File: src/rtl/regfile_rename_ckpt_pkg.sv
// rtl/regfile_rename_ckpt_pkg.sv - shared widths and constants for the rename register file
package regfile_rename_ckpt_pkg;

    localparam int REGFILE_WIDTH = 5;
    localparam int ROB_WIDTH     = 4;
    localparam int CKPT_WIDTH    = 2;

    localparam logic [REGFILE_WIDTH-1:0] ZERO_REGFILE = '0;
    localparam logic [ROB_WIDTH-1:0]     ZERO_ROB     = '0;

    localparam logic BUSY = 1'b1;
    localparam logic FREE = 1'b0;

endpackage

File: src/rtl/regfile_rename_ckpt_if.sv
// rtl/regfile_rename_ckpt_if.sv - issue/commit/read bundle between pipeline and register file
interface regfile_rename_ckpt_if #(
    parameter int NREG   = 32,
    parameter int DATA_W = 32,
    parameter int ROB_W  = 4,
    parameter int NREAD  = 2,
    parameter int NCKPT  = 4
);
    localparam int AW = $clog2(NREG);
    localparam int CW = $clog2(NCKPT);

    logic                               flush_in;
    logic                               issue_en_in;
    logic [AW-1:0]                      issue_rd_in;
    logic [ROB_W-1:0]                   issue_tag_in;
    logic                               snap_en_in;
    logic [CW-1:0]                      ckpt_id_out;
    logic                               ckpt_full_out;
    logic                               commit_en_in;
    logic [AW-1:0]                      commit_rd_in;
    logic [ROB_W-1:0]                   commit_tag_in;
    logic [DATA_W-1:0]                  commit_data_in;
    logic                               release_in;
    logic                               restore_en_in;
    logic [CW-1:0]                      restore_id_in;
    logic [NREAD-1:0]                   rd_en_in;
    logic [NREAD-1:0][AW-1:0]           rd_addr_in;
    logic [NREAD-1:0][DATA_W-1:0]       rd_data_out;
    logic [NREAD-1:0]                   rd_rdy_out;
    logic [NREAD-1:0][ROB_W-1:0]        rd_tag_out;

    modport master (
        output flush_in, issue_en_in, issue_rd_in, issue_tag_in, snap_en_in,
        output commit_en_in, commit_rd_in, commit_tag_in, commit_data_in,
        output release_in, restore_en_in, restore_id_in, rd_en_in, rd_addr_in,
        input  ckpt_id_out, ckpt_full_out, rd_data_out, rd_rdy_out, rd_tag_out
    );

    modport slave (
        input  flush_in, issue_en_in, issue_rd_in, issue_tag_in, snap_en_in,
        input  commit_en_in, commit_rd_in, commit_tag_in, commit_data_in,
        input  release_in, restore_en_in, restore_id_in, rd_en_in, rd_addr_in,
        output ckpt_id_out, ckpt_full_out, rd_data_out, rd_rdy_out, rd_tag_out
    );

endinterface

File: src/rtl/regfile_rename_ckpt_buf.sv
// rtl/regfile_rename_ckpt_buf.sv - circular buffer of busy/tag map snapshots with commit clearing
module rename_ckpt_buf
    import regfile_rename_ckpt_pkg::*;
#(
    parameter int NREG  = 32,
    parameter int ROB_W = 4,
    parameter int NCKPT = 4
) (
    input  logic                              clk_i,
    input  logic                              rst_i,
    input  logic                              rdy_i,
    input  logic                              flush_i,
    input  logic                              commit_en_i,
    input  logic [$clog2(NREG)-1:0]           commit_rd_i,
    input  logic [ROB_W-1:0]                  commit_tag_i,
    input  logic                              push_i,
    input  logic [NREG-1:0]                   push_busy_i,
    input  logic [NREG-1:0][ROB_W-1:0]        push_tag_i,
    input  logic                              release_i,
    input  logic                              restore_en_i,
    input  logic [$clog2(NCKPT)-1:0]          restore_id_i,
    output logic [NREG-1:0]                   restore_busy_o,
    output logic [NREG-1:0][ROB_W-1:0]        restore_tag_o,
    output logic [$clog2(NCKPT)-1:0]          tail_o,
    output logic                              full_o
);
    localparam int CW = $clog2(NCKPT);

    logic [NCKPT-1:0][NREG-1:0]             slot_busy_q, slot_busy_d;
    logic [NCKPT-1:0][NREG-1:0][ROB_W-1:0]  slot_tag_q, slot_tag_d;
    logic [CW-1:0]                          head_q, head_d;
    logic [CW-1:0]                          tail_q, tail_d;
    logic [CW:0]                            count_q, count_d;
    logic [CW-1:0]                          slot_off;
    logic [CW-1:0]                          restore_dist;
    logic                                   pop;

    always_comb begin
        slot_busy_d  = slot_busy_q;
        slot_tag_d   = slot_tag_q;
        head_d       = head_q;
        tail_d       = tail_q;
        count_d      = count_q;
        slot_off     = '0;
        restore_dist = restore_id_i - head_q;
        pop          = release_i && (count_q != '0);

        // A retiring producer frees the register in every live snapshot that still waits on it.
        for (int i = 0; i < NCKPT; i++) begin
            slot_off = CW'(i) - head_q;
            if (({1'b0, slot_off} < count_q) && commit_en_i &&
                (slot_tag_q[i][commit_rd_i] == commit_tag_i)) begin
                slot_busy_d[i][commit_rd_i] = FREE;
            end
        end

        if (push_i) begin
            slot_busy_d[tail_q] = push_busy_i;
            slot_tag_d[tail_q]  = push_tag_i;
        end

        if (flush_i) begin
            head_d  = '0;
            tail_d  = '0;
            count_d = '0;
        end else if (restore_en_i) begin
            head_d  = head_q + CW'(pop);
            tail_d  = restore_id_i + CW'(1);
            count_d = {1'b0, restore_dist} + (CW+1)'(1) - (CW+1)'(pop);
        end else begin
            head_d  = head_q + CW'(pop);
            tail_d  = tail_q + CW'(push_i);
            count_d = count_q + (CW+1)'(push_i) - (CW+1)'(pop);
        end
    end

    always_ff @(posedge clk_i) begin
        if (rst_i) begin
            slot_busy_q <= '0;
            slot_tag_q  <= '0;
            head_q      <= '0;
            tail_q      <= '0;
            count_q     <= '0;
        end else if (rdy_i) begin
            slot_busy_q <= slot_busy_d;
            slot_tag_q  <= slot_tag_d;
            head_q      <= head_d;
            tail_q      <= tail_d;
            count_q     <= count_d;
        end
    end

    assign restore_busy_o = slot_busy_q[restore_id_i];
    assign restore_tag_o  = slot_tag_q[restore_id_i];
    assign tail_o         = tail_q;
    assign full_o         = (count_q == (CW+1)'(NCKPT));

endmodule

File: src/rtl/regfile_rename_ckpt.sv
// rtl/regfile_rename_ckpt.sv - architectural register file with rename tags and branch checkpoints
module regfile_rename_ckpt
    import regfile_rename_ckpt_pkg::*;
#(
    parameter int NREG   = 1 << REGFILE_WIDTH,
    parameter int DATA_W = 32,
    parameter int ROB_W  = ROB_WIDTH,
    parameter int NREAD  = 2,
    parameter int NCKPT  = 1 << CKPT_WIDTH
) (
    input  logic                 clk_in,
    input  logic                 rst_in,
    input  logic                 rdy_in,
    regfile_rename_ckpt_if.slave bus
);
    localparam int CW = $clog2(NCKPT);

    logic [DATA_W-1:0]              data_q [NREG];
    logic [NREG-1:0]                busy_q, busy_d, busy_c, busy_i, busy_r;
    logic [NREG-1:0][ROB_W-1:0]     tag_q, tag_d, tag_c, tag_i;
    logic [NREG-1:0]                ckpt_busy;
    logic [NREG-1:0][ROB_W-1:0]     ckpt_tag;
    logic                           commit_wr, issue_wr, snap_push, restore_go, ckpt_full;
    logic [CW-1:0]                  ckpt_tail;
    logic [NREAD-1:0][DATA_W-1:0]   rd_data;
    logic [NREAD-1:0]               rd_rdy;
    logic [NREAD-1:0][ROB_W-1:0]    rd_tag;

    always_comb begin
        commit_wr  = bus.commit_en_in && (bus.commit_rd_in != ZERO_REGFILE);
        issue_wr   = bus.issue_en_in && (bus.issue_rd_in != ZERO_REGFILE);
        restore_go = bus.restore_en_in && !bus.flush_in;
        snap_push  = bus.snap_en_in && !ckpt_full && !bus.flush_in && !bus.restore_en_in;

        busy_c = busy_q;
        tag_c  = tag_q;
        if (commit_wr && (tag_q[bus.commit_rd_in] == bus.commit_tag_in)) begin
            busy_c[bus.commit_rd_in] = FREE;
        end

        // Issue lands after the commit clear so a same-cycle rename of that rd stays busy.
        busy_i = busy_c;
        tag_i  = tag_c;
        if (issue_wr) begin
            busy_i[bus.issue_rd_in] = BUSY;
            tag_i[bus.issue_rd_in]  = bus.issue_tag_in;
        end

        busy_r = ckpt_busy;
        if (commit_wr && (ckpt_tag[bus.commit_rd_in] == bus.commit_tag_in)) begin
            busy_r[bus.commit_rd_in] = FREE;
        end

        if (bus.flush_in) begin
            busy_d = '0;
            tag_d  = tag_c;
        end else if (restore_go) begin
            busy_d = busy_r;
            tag_d  = ckpt_tag;
        end else begin
            busy_d = busy_i;
            tag_d  = tag_i;
        end
    end

    always_ff @(posedge clk_in) begin
        if (rst_in) begin
            busy_q <= '0;
            tag_q  <= '0;
            for (int i = 0; i < NREG; i++) begin
                data_q[i] <= '0;
            end
        end else if (rdy_in) begin
            busy_q <= busy_d;
            tag_q  <= tag_d;
            if (commit_wr) begin
                data_q[bus.commit_rd_in] <= bus.commit_data_in;
            end
        end
    end

    rename_ckpt_buf #(
        .NREG  (NREG),
        .ROB_W (ROB_W),
        .NCKPT (NCKPT)
    ) u_ckpt (
        .clk_i          (clk_in),
        .rst_i          (rst_in),
        .rdy_i          (rdy_in),
        .flush_i        (bus.flush_in),
        .commit_en_i    (commit_wr),
        .commit_rd_i    (bus.commit_rd_in),
        .commit_tag_i   (bus.commit_tag_in),
        .push_i         (snap_push),
        .push_busy_i    (busy_i),
        .push_tag_i     (tag_i),
        .release_i      (bus.release_in),
        .restore_en_i   (restore_go),
        .restore_id_i   (bus.restore_id_in),
        .restore_busy_o (ckpt_busy),
        .restore_tag_o  (ckpt_tag),
        .tail_o         (ckpt_tail),
        .full_o         (ckpt_full)
    );

    // Operand reads bypass a same-cycle commit only when it retires the current producer.
    always_comb begin
        rd_data = '0;
        rd_rdy  = '0;
        rd_tag  = '0;
        for (int p = 0; p < NREAD; p++) begin
            if (!rst_in && !bus.flush_in && bus.rd_en_in[p]) begin
                if (bus.rd_addr_in[p] == ZERO_REGFILE) begin
                    rd_rdy[p] = 1'b1;
                end else if (bus.commit_en_in && (bus.rd_addr_in[p] == bus.commit_rd_in) &&
                             (bus.commit_tag_in == tag_q[bus.rd_addr_in[p]])) begin
                    rd_data[p] = bus.commit_data_in;
                    rd_rdy[p]  = 1'b1;
                    rd_tag[p]  = ZERO_ROB;
                end else begin
                    rd_data[p] = data_q[bus.rd_addr_in[p]];
                    rd_rdy[p]  = !busy_q[bus.rd_addr_in[p]];
                    rd_tag[p]  = tag_q[bus.rd_addr_in[p]];
                end
            end
        end
    end

    assign bus.rd_data_out   = rd_data;
    assign bus.rd_rdy_out    = rd_rdy;
    assign bus.rd_tag_out    = rd_tag;
    assign bus.ckpt_id_out   = ckpt_tail;
    assign bus.ckpt_full_out = ckpt_full;

endmodule

File: src/flat_wrapper.sv
// flat-port wrapper written by rule: the top's interface ports become plain ports
module regfile_rename_ckpt_flat import regfile_rename_ckpt_pkg::*;
#(
    parameter int NREG   = 1 << REGFILE_WIDTH,
    parameter int DATA_W = 32,
    parameter int ROB_W  = ROB_WIDTH,
    parameter int NREAD  = 2,
    parameter int NCKPT  = 1 << CKPT_WIDTH
)
  (clk_in, rst_in, rdy_in, bus_flush_in, bus_issue_en_in, bus_issue_rd_in, bus_issue_tag_in, bus_snap_en_in, bus_commit_en_in, bus_commit_rd_in, bus_commit_tag_in, bus_commit_data_in, bus_release_in, bus_restore_en_in, bus_restore_id_in, bus_rd_en_in, bus_rd_addr_in, bus_ckpt_id_out, bus_ckpt_full_out, bus_rd_data_out, bus_rd_rdy_out, bus_rd_tag_out);
  regfile_rename_ckpt_if #(.NREG(NREG), .DATA_W(DATA_W), .ROB_W(ROB_W), .NREAD(NREAD), .NCKPT(NCKPT)) bus_i ();
  input  logic clk_in;
  input  logic rst_in;
  input  logic rdy_in;
  input wire logic [$bits(bus_i.flush_in)-1:0] bus_flush_in;
  input wire logic [$bits(bus_i.issue_en_in)-1:0] bus_issue_en_in;
  input wire logic [$bits(bus_i.issue_rd_in)-1:0] bus_issue_rd_in;
  input wire logic [$bits(bus_i.issue_tag_in)-1:0] bus_issue_tag_in;
  input wire logic [$bits(bus_i.snap_en_in)-1:0] bus_snap_en_in;
  input wire logic [$bits(bus_i.commit_en_in)-1:0] bus_commit_en_in;
  input wire logic [$bits(bus_i.commit_rd_in)-1:0] bus_commit_rd_in;
  input wire logic [$bits(bus_i.commit_tag_in)-1:0] bus_commit_tag_in;
  input wire logic [$bits(bus_i.commit_data_in)-1:0] bus_commit_data_in;
  input wire logic [$bits(bus_i.release_in)-1:0] bus_release_in;
  input wire logic [$bits(bus_i.restore_en_in)-1:0] bus_restore_en_in;
  input wire logic [$bits(bus_i.restore_id_in)-1:0] bus_restore_id_in;
  input wire logic [$bits(bus_i.rd_en_in)-1:0] bus_rd_en_in;
  input wire logic [$bits(bus_i.rd_addr_in)-1:0] bus_rd_addr_in;
  output wire logic [$bits(bus_i.ckpt_id_out)-1:0] bus_ckpt_id_out;
  output wire logic [$bits(bus_i.ckpt_full_out)-1:0] bus_ckpt_full_out;
  output wire logic [$bits(bus_i.rd_data_out)-1:0] bus_rd_data_out;
  output wire logic [$bits(bus_i.rd_rdy_out)-1:0] bus_rd_rdy_out;
  output wire logic [$bits(bus_i.rd_tag_out)-1:0] bus_rd_tag_out;
  assign bus_i.flush_in = bus_flush_in;
  assign bus_i.issue_en_in = bus_issue_en_in;
  assign bus_i.issue_rd_in = bus_issue_rd_in;
  assign bus_i.issue_tag_in = bus_issue_tag_in;
  assign bus_i.snap_en_in = bus_snap_en_in;
  assign bus_i.commit_en_in = bus_commit_en_in;
  assign bus_i.commit_rd_in = bus_commit_rd_in;
  assign bus_i.commit_tag_in = bus_commit_tag_in;
  assign bus_i.commit_data_in = bus_commit_data_in;
  assign bus_i.release_in = bus_release_in;
  assign bus_i.restore_en_in = bus_restore_en_in;
  assign bus_i.restore_id_in = bus_restore_id_in;
  assign bus_i.rd_en_in = bus_rd_en_in;
  assign bus_i.rd_addr_in = bus_rd_addr_in;
  assign bus_ckpt_id_out = bus_i.ckpt_id_out;
  assign bus_ckpt_full_out = bus_i.ckpt_full_out;
  assign bus_rd_data_out = bus_i.rd_data_out;
  assign bus_rd_rdy_out = bus_i.rd_rdy_out;
  assign bus_rd_tag_out = bus_i.rd_tag_out;
  regfile_rename_ckpt #(.NREG(NREG), .DATA_W(DATA_W), .ROB_W(ROB_W), .NREAD(NREAD), .NCKPT(NCKPT)) u_core (.clk_in(clk_in), .rst_in(rst_in), .rdy_in(rdy_in), .bus(bus_i));
endmodule
File: config.mk
export PLATFORM = sky130hd
export DESIGN_NAME = regfile_rename_ckpt_flat
export DESIGN_NICKNAME = d
export VERILOG_FILES = /design/src/rtl/regfile_rename_ckpt_pkg.sv /design/src/rtl/regfile_rename_ckpt_if.sv /design/src/rtl/regfile_rename_ckpt_buf.sv /design/src/rtl/regfile_rename_ckpt.sv /design/src/flat_wrapper.sv
export SDC_FILE = /design/constraint.sdc
export NUM_CORES = 2
export LEC_CHECK = 0
export BUFFER_PORTS_ARGS = -buffer_cell sky130_fd_sc_hd__buf_2
export CORE_MARGIN = 4
export CORE_UTILIZATION = 61
export DETAILED_ROUTE_END_ITERATION = 8
export GPL_TIMING_DRIVEN = 0
export HOLD_SLACK_MARGIN = 0.02
export PLACE_DENSITY = 0.85
export SKIP_LAST_GASP = 1
export SYNTH_ARGS = -nofsm -noshare
export SYNTH_HDL_FRONTEND = slang
export SYNTH_SLANG_ARGS = --single-unit
File: constraint.sdc
create_clock -name clk_in -period 8.34 [get_ports clk_in]
set_input_delay 0.417 -clock clk_in [delete_from_list [all_inputs] [get_ports clk_in]]
set_output_delay 0.417 -clock clk_in [all_outputs]
set_load 0.05 [all_outputs]
==> results of run 1 <==
## cells in the mapped netlist, types with 20 or more instances
cell type | number | area share
inv_1 | 48 | 0.0018
xor2_1 | 21 | 0.0019
nand2_1 | 295 | 0.011
buf_1 | 108 | 0.0041
nor3_1 | 38 | 0.0019
nand3_1 | 82 | 0.0041
mux2i_1 | 299 | 0.030
o211ai_1 | 114 | 0.0086
or2_2 | 39 | 0.0025
a211oi_2 | 39 | 0.0049
a211oi_1 | 523 | 0.040
edfxtp_1 | 1024 | 0.31
nor2_1 | 769 | 0.029
a31oi_1 | 28 | 0.0018
clkbuf_1 | 638 | 0.024
o22ai_1 | 190 | 0.012
a21oi_1 | 98 | 0.0049
nand4_1 | 33 | 0.0021
xnor2_1 | 20 | 0.0018
o21ai_0 | 239 | 0.012
and2_1 | 1004 | 0.063
nor4_1 | 47 | 0.0030
a22oi_1 | 60 | 0.0045
dfxtp_1 | 807 | 0.16
buf_2 | 103 | 0.0052
mux4_2 | 1021 | 0.23
## through the flow
step / hold WS, ns / area, sq um / worst slack [ns]
4_1_cts: 0.0220 / 110000 / 1.66
3_5_place_dp: 0.450 / 103000 / 1.55
3_3_place_gp: 0.443 / 103000 / 1.09
2_1_floorplan: 0.433 / 99500 / 3.78
## cells by family after synthesis
family / after synthesis / synth area share
flops: 1831 / 0.472
fa+ha+maj: 12 / 0.00159
simple gates: 2402 / 0.124
other cells: 1 / 0.0000377
xor+xnor: 41 / 0.00361
compound gates: 1395 / 0.0974
buf+inv: 926 / 0.0379
mux: 1327 / 0.263
## metal layers
metal | global-route usage | GRT overflow
met2 | 0.919 | 162
met1 | 0.818 | 43
met4 | 0.734 | 133
met3 | 0.722 | 61
met5 | 0.505 | 9
## repair_timing
item,CTS
setup endpoints to repair,0
resized for setup,0
hold buffers,16
endpoints found under the hold margin,16
==> metrics.md, run 1 <==
| Metric | Value |
|---|---|
| Status | did not finish |
| Last stage | global routing |
| Error | [ERROR GRT-0116] Global routing finished with congestion. Check the congestion regions in the DRC Viewer. |
| First-pass GRT wire length | 940,000 um |
| Distinct cells, synth | 82 |
| GR Overflow Total | 408 |
| Synthesized instance count | 7,935 |
| Flop and latch count out of synthesis | 1,831 |
| Initial Util | 0.616 |
| Async set or reset register ratio after synthesis | 0 |
| Top Ports | 150 |
| Placed Cells | 10,277 |
| Vias in the first global route | 103,360 |
| Die Y-Extent | 412 um |
| Total CTS buffers | 193 |
| CTS max path bufs | 3 |
| Final GP Congestion | 1.13 |
| GR Util All Layers | 0.806 |
| H-tree Lvls | 4 |
| Mean post-synth cell area | 12.5 sq um |
| Clock Sinks | 1,831 |
| DP Wirelength | 377,000 um |
| Root buffer cell | clkbuf_16 |
| Yosys warns | 0 |
| EDFF count, synth | 1,024 |
| Synth Flop Type | edfxtp_1 |
| Overall die width | 412 um |
| IO Port Bufs | 128 |
| Postcts setup bufs | 0 |
| Largest net degree at the start of global routing | 33 |
| Synthesized area | 0.0994 sq mm |
| Row cnt | 147 |
| Sequential share of the synthesized area | 0.472 |
==> run 2: changes to the inputs <==
- CORE_UTILIZATION: 61 -> 40
- HOLD_SLACK_MARGIN: 0.02 -> not set
- PLACE_DENSITY: 0.85 -> not set
- PLACE_DENSITY_LB_ADDON: not set -> 0.15
==> run 2 against run 1 <==
The flow now finishes, with violations (max-capacitance violations, max-slew violations). Area after synthesis stayed put. Synthesized cell count stayed put.
==> metrics.md, run 2 <==
| Metric | Value |
|---|---|
| Max reg flops | 1,024 |
| Commonest non-fill, non-tap cell in the layout | edfxtp_1 |
| Mean post-synth cell area | 12.5 sq um |
| Slew Viols, Final | 162 |
| Failing checks | max-capacitance violations, max-slew violations |
| Setup ws final | 1.57 ns |
| Clock Sinks | 1,831 |
| Die Y-Extent | 506 um |
| CTS max path bufs | 3 |
| Min-delay worst type | input port to flip-flop |
| TritonCTS clock tree | yes |
| Clock-pin slew on the worst setup and hold paths | 0.06 ns |
| Drt drc | 0 |
| Critical Path Most Common Cell | buf_2 |
| Filler Cell Count | 22,693 |
| Critical path's largest stage delay | 1.11 ns |
| Clk_skew | 0.0825 ns |
| DP Wirelength | 379,000 um |
| Unrepaired setup endpoints after global routing | false |
| Slowest cell on crit path | a211oi_1 |
| Synthesized area | 0.0994 sq mm |
| Most common cell in the synthesized netlist | edfxtp_1 |
| Overall die width | 506 um |
| Cell Pwr Density | 201 mW/mm^2 |
| Status | complete, but fails checks |
| Flop and latch count out of synthesis | 1,831 |
| Post-synth top area share | 0.310 |
| DR pass1 iterations | 8 |
| Setup_tns | 0 ns |
| CP Buf/Inv Count | 9 |
| Crit path max-delay family | buffers and inverters |
| Async set or reset register ratio after synthesis | 0 |
| Yosys top cell by area | edfxtp_1 |
| Setup CP Type | input port to output pin |
| Slew HR | -0.129 |
| Vias in the first global route | 77,929 |
| Final GP Congestion | 1.06 |
| EDFF count, synth | 1,024 |
| Critical Path RT | 7.92 ns |
| DRT iter0 DRCs | 12,072 |
| P&R area growth vs syn | 13.1% |
| Vias | 81,030 |
| Root buffer cell | clkbuf_16 |
| Synthesized instance count | 7,935 |
| Postcts setup bufs | 0 |
| Post-CTS Hold Fix Bufs | 25 |
| Top Ports | 150 |
| Final min period | 6.77 ns |
| Slew @ Worst Pin | 1.67 ns |
| Die area | 0.256 sq mm |
| Most frequent cells in the layout | edfxtp_1, mux4_2, and2_1, dfxtp_1, nor2_1 |
| Final setup viols | 0 |
| Final cycle utilization of the critical path | 0.812 |
| Post-synth top cells | edfxtp_1, mux4_2, and2_1 |
| Hold Violations, Final | 0 |
| Synth Flop Type | edfxtp_1 |
| IO Port Bufs | 128 |
| Largest net degree at the start of global routing | 33 |
| Distinct cells, synth | 82 |
| Total CTS buffers | 207 |
| Initial antenna violation count | 37 |
| First-pass GRT wire length | 680,000 um |
| CP startpoint | bus_commit_rd_in[0] |
| Row cnt | 182 |
| Sequential share of the synthesized area | 0.472 |
| Drt total wl | 506,000 um |
| Mean routed wirelength per cell | 42.6 um |
| Peak supply drop | 0.000194 V |
| Core area | 0.247 sq mm |
| GR Overflow Total | 0 |
| Via-per-instance ratio | 6.82 |
| Post-DRT Antenna Nets | 0 |
| GR Util All Layers | 0.386 |
| Reg-to-reg critical path startpoint | u_core.u_ckpt.count_q[2] |
| Biggest register | u_core.data_q |
| Post-place setup slack | 1.07 ns |
| Arrival @ worst endpoint | 6.36 ns |
| HP Start | bus_commit_data_in[3] |
| Fin nets | 8,453 |
| Max Cap Viol | 19 |
| Util after Layout | 0.456 |
| Post-cts resize count | 0 |
| Share of layout cells above drive strength 1 | 0.213 |
| Worst R2R Setup Slack | 2.78 ns |
| Crit path launch type | input port |
| Yosys warns | 0 |
| Worst setup EP type | output pin |
| Top post-synthesis cells by area | edfxtp_1, mux4_2, dfxtp_1, and2_1, a211oi_1 |
| CP cell instances | buf_2 > buf_2 > buf_2 > buf_2 > buf_2 > buf_2 > xor2_1 > nor4_1 > nand4_1 > or4_1 > buf_6 > buf_6 > a211oi_1 > buf_2 |
| Leakage | 36.4 nW |
| Biggest regs | u_core.data_q x1024, u_core.u_ckpt.slot_tag_q x512 |
| Clock Latency Late Sink | 0.91 ns |
| H-tree Lvls | 4 |
| Initial Util | 0.403 |
| F_max | 148 MHz |
| Critical-path maximum fanout | 10 |
run 2: cell counts after synthesis:
Identical to the previous run, type by type.
run 2: final cells by class:
class                           instances  area [sq um]  share of cell area
Inverter                               50           188             0.00167
Multi-Input combinational cell       5209         49000               0.436
Tap cell                             3312          4140              0.0369
Timing Repair Buffer                  193          1430              0.0127
Sequential cell                      1831         46900               0.417
Clock inverter                        111          1390              0.0124
Clock buffer                          271          5640              0.0502
Buffer                                876          3630              0.0323
Antenna cell                           28          70.1            0.000623
run 2: path summary, 6_finish.rpt:
path                                         to  cells after the start
setup / recovery            bus_rd_data_out[63]                     14
hold / removal             u_core.data_q[31][3]                      2
setup reg to reg  u_core.u_ckpt.slot_tag_q[382]                     10
hold reg to reg   u_core.u_ckpt.slot_busy_q[64]                      2
run 2: layer usage:
metal,track usage,up-vias,part of all wire
met5,0,-,0.00016
met4,0.286,14,0.091
met3,0.106,1724,0.11
met2,0.597,6090,0.45
met1,0.462,41675,0.35
li1,-,31527,-
run 2: metrics by stage:
step                      area, sq um  hold WS (ns)  instances  power (mW)
final                          112000        0.0525      11881        22.6
after global routing           112000        0.0241      11864        23.0
after CTS                      112000       0.00664      11845        22.5
after detailed placement       105000         0.456      11438        13.0
after global placement         104000         0.443      11406        13.0
after floorplan                 99500         0.433       7966        11.8
run 2: report_power, final:
part | internal [mW] | total [mW] | switching (mW) | leakage, nW
Combinational | 0.976 | 2.87 | 1.89 | 16.7
Clock | 5.45 | 9.68 | 4.23 | 3.40
Sequential | 9.85 | 10.1 | 0.226 | 16.3
Total | 16.3 | 22.6 | 6.35 | 36.4
run 2: cell families (layout without fill, tap and decap cells):
kind of cell / after synthesis / count (layout) / synth area share
AO/OA/AOI/OAI: 1395 / 1395 / 0.0974
adder cells (fa/ha/maj): 12 / 12 / 0.00159
flip-flops: 1831 / 1831 / 0.472
buffers and inverters: 926 / 1501 / 0.0379
other: 1 / 60 / 0.0000377
AND/OR/NAND/NOR: 2402 / 2402 / 0.124
multiplexers: 1327 / 1327 / 0.263
XOR/XNOR: 41 / 41 / 0.00361
No activity file was read; power rests on OpenSTA's default activity.
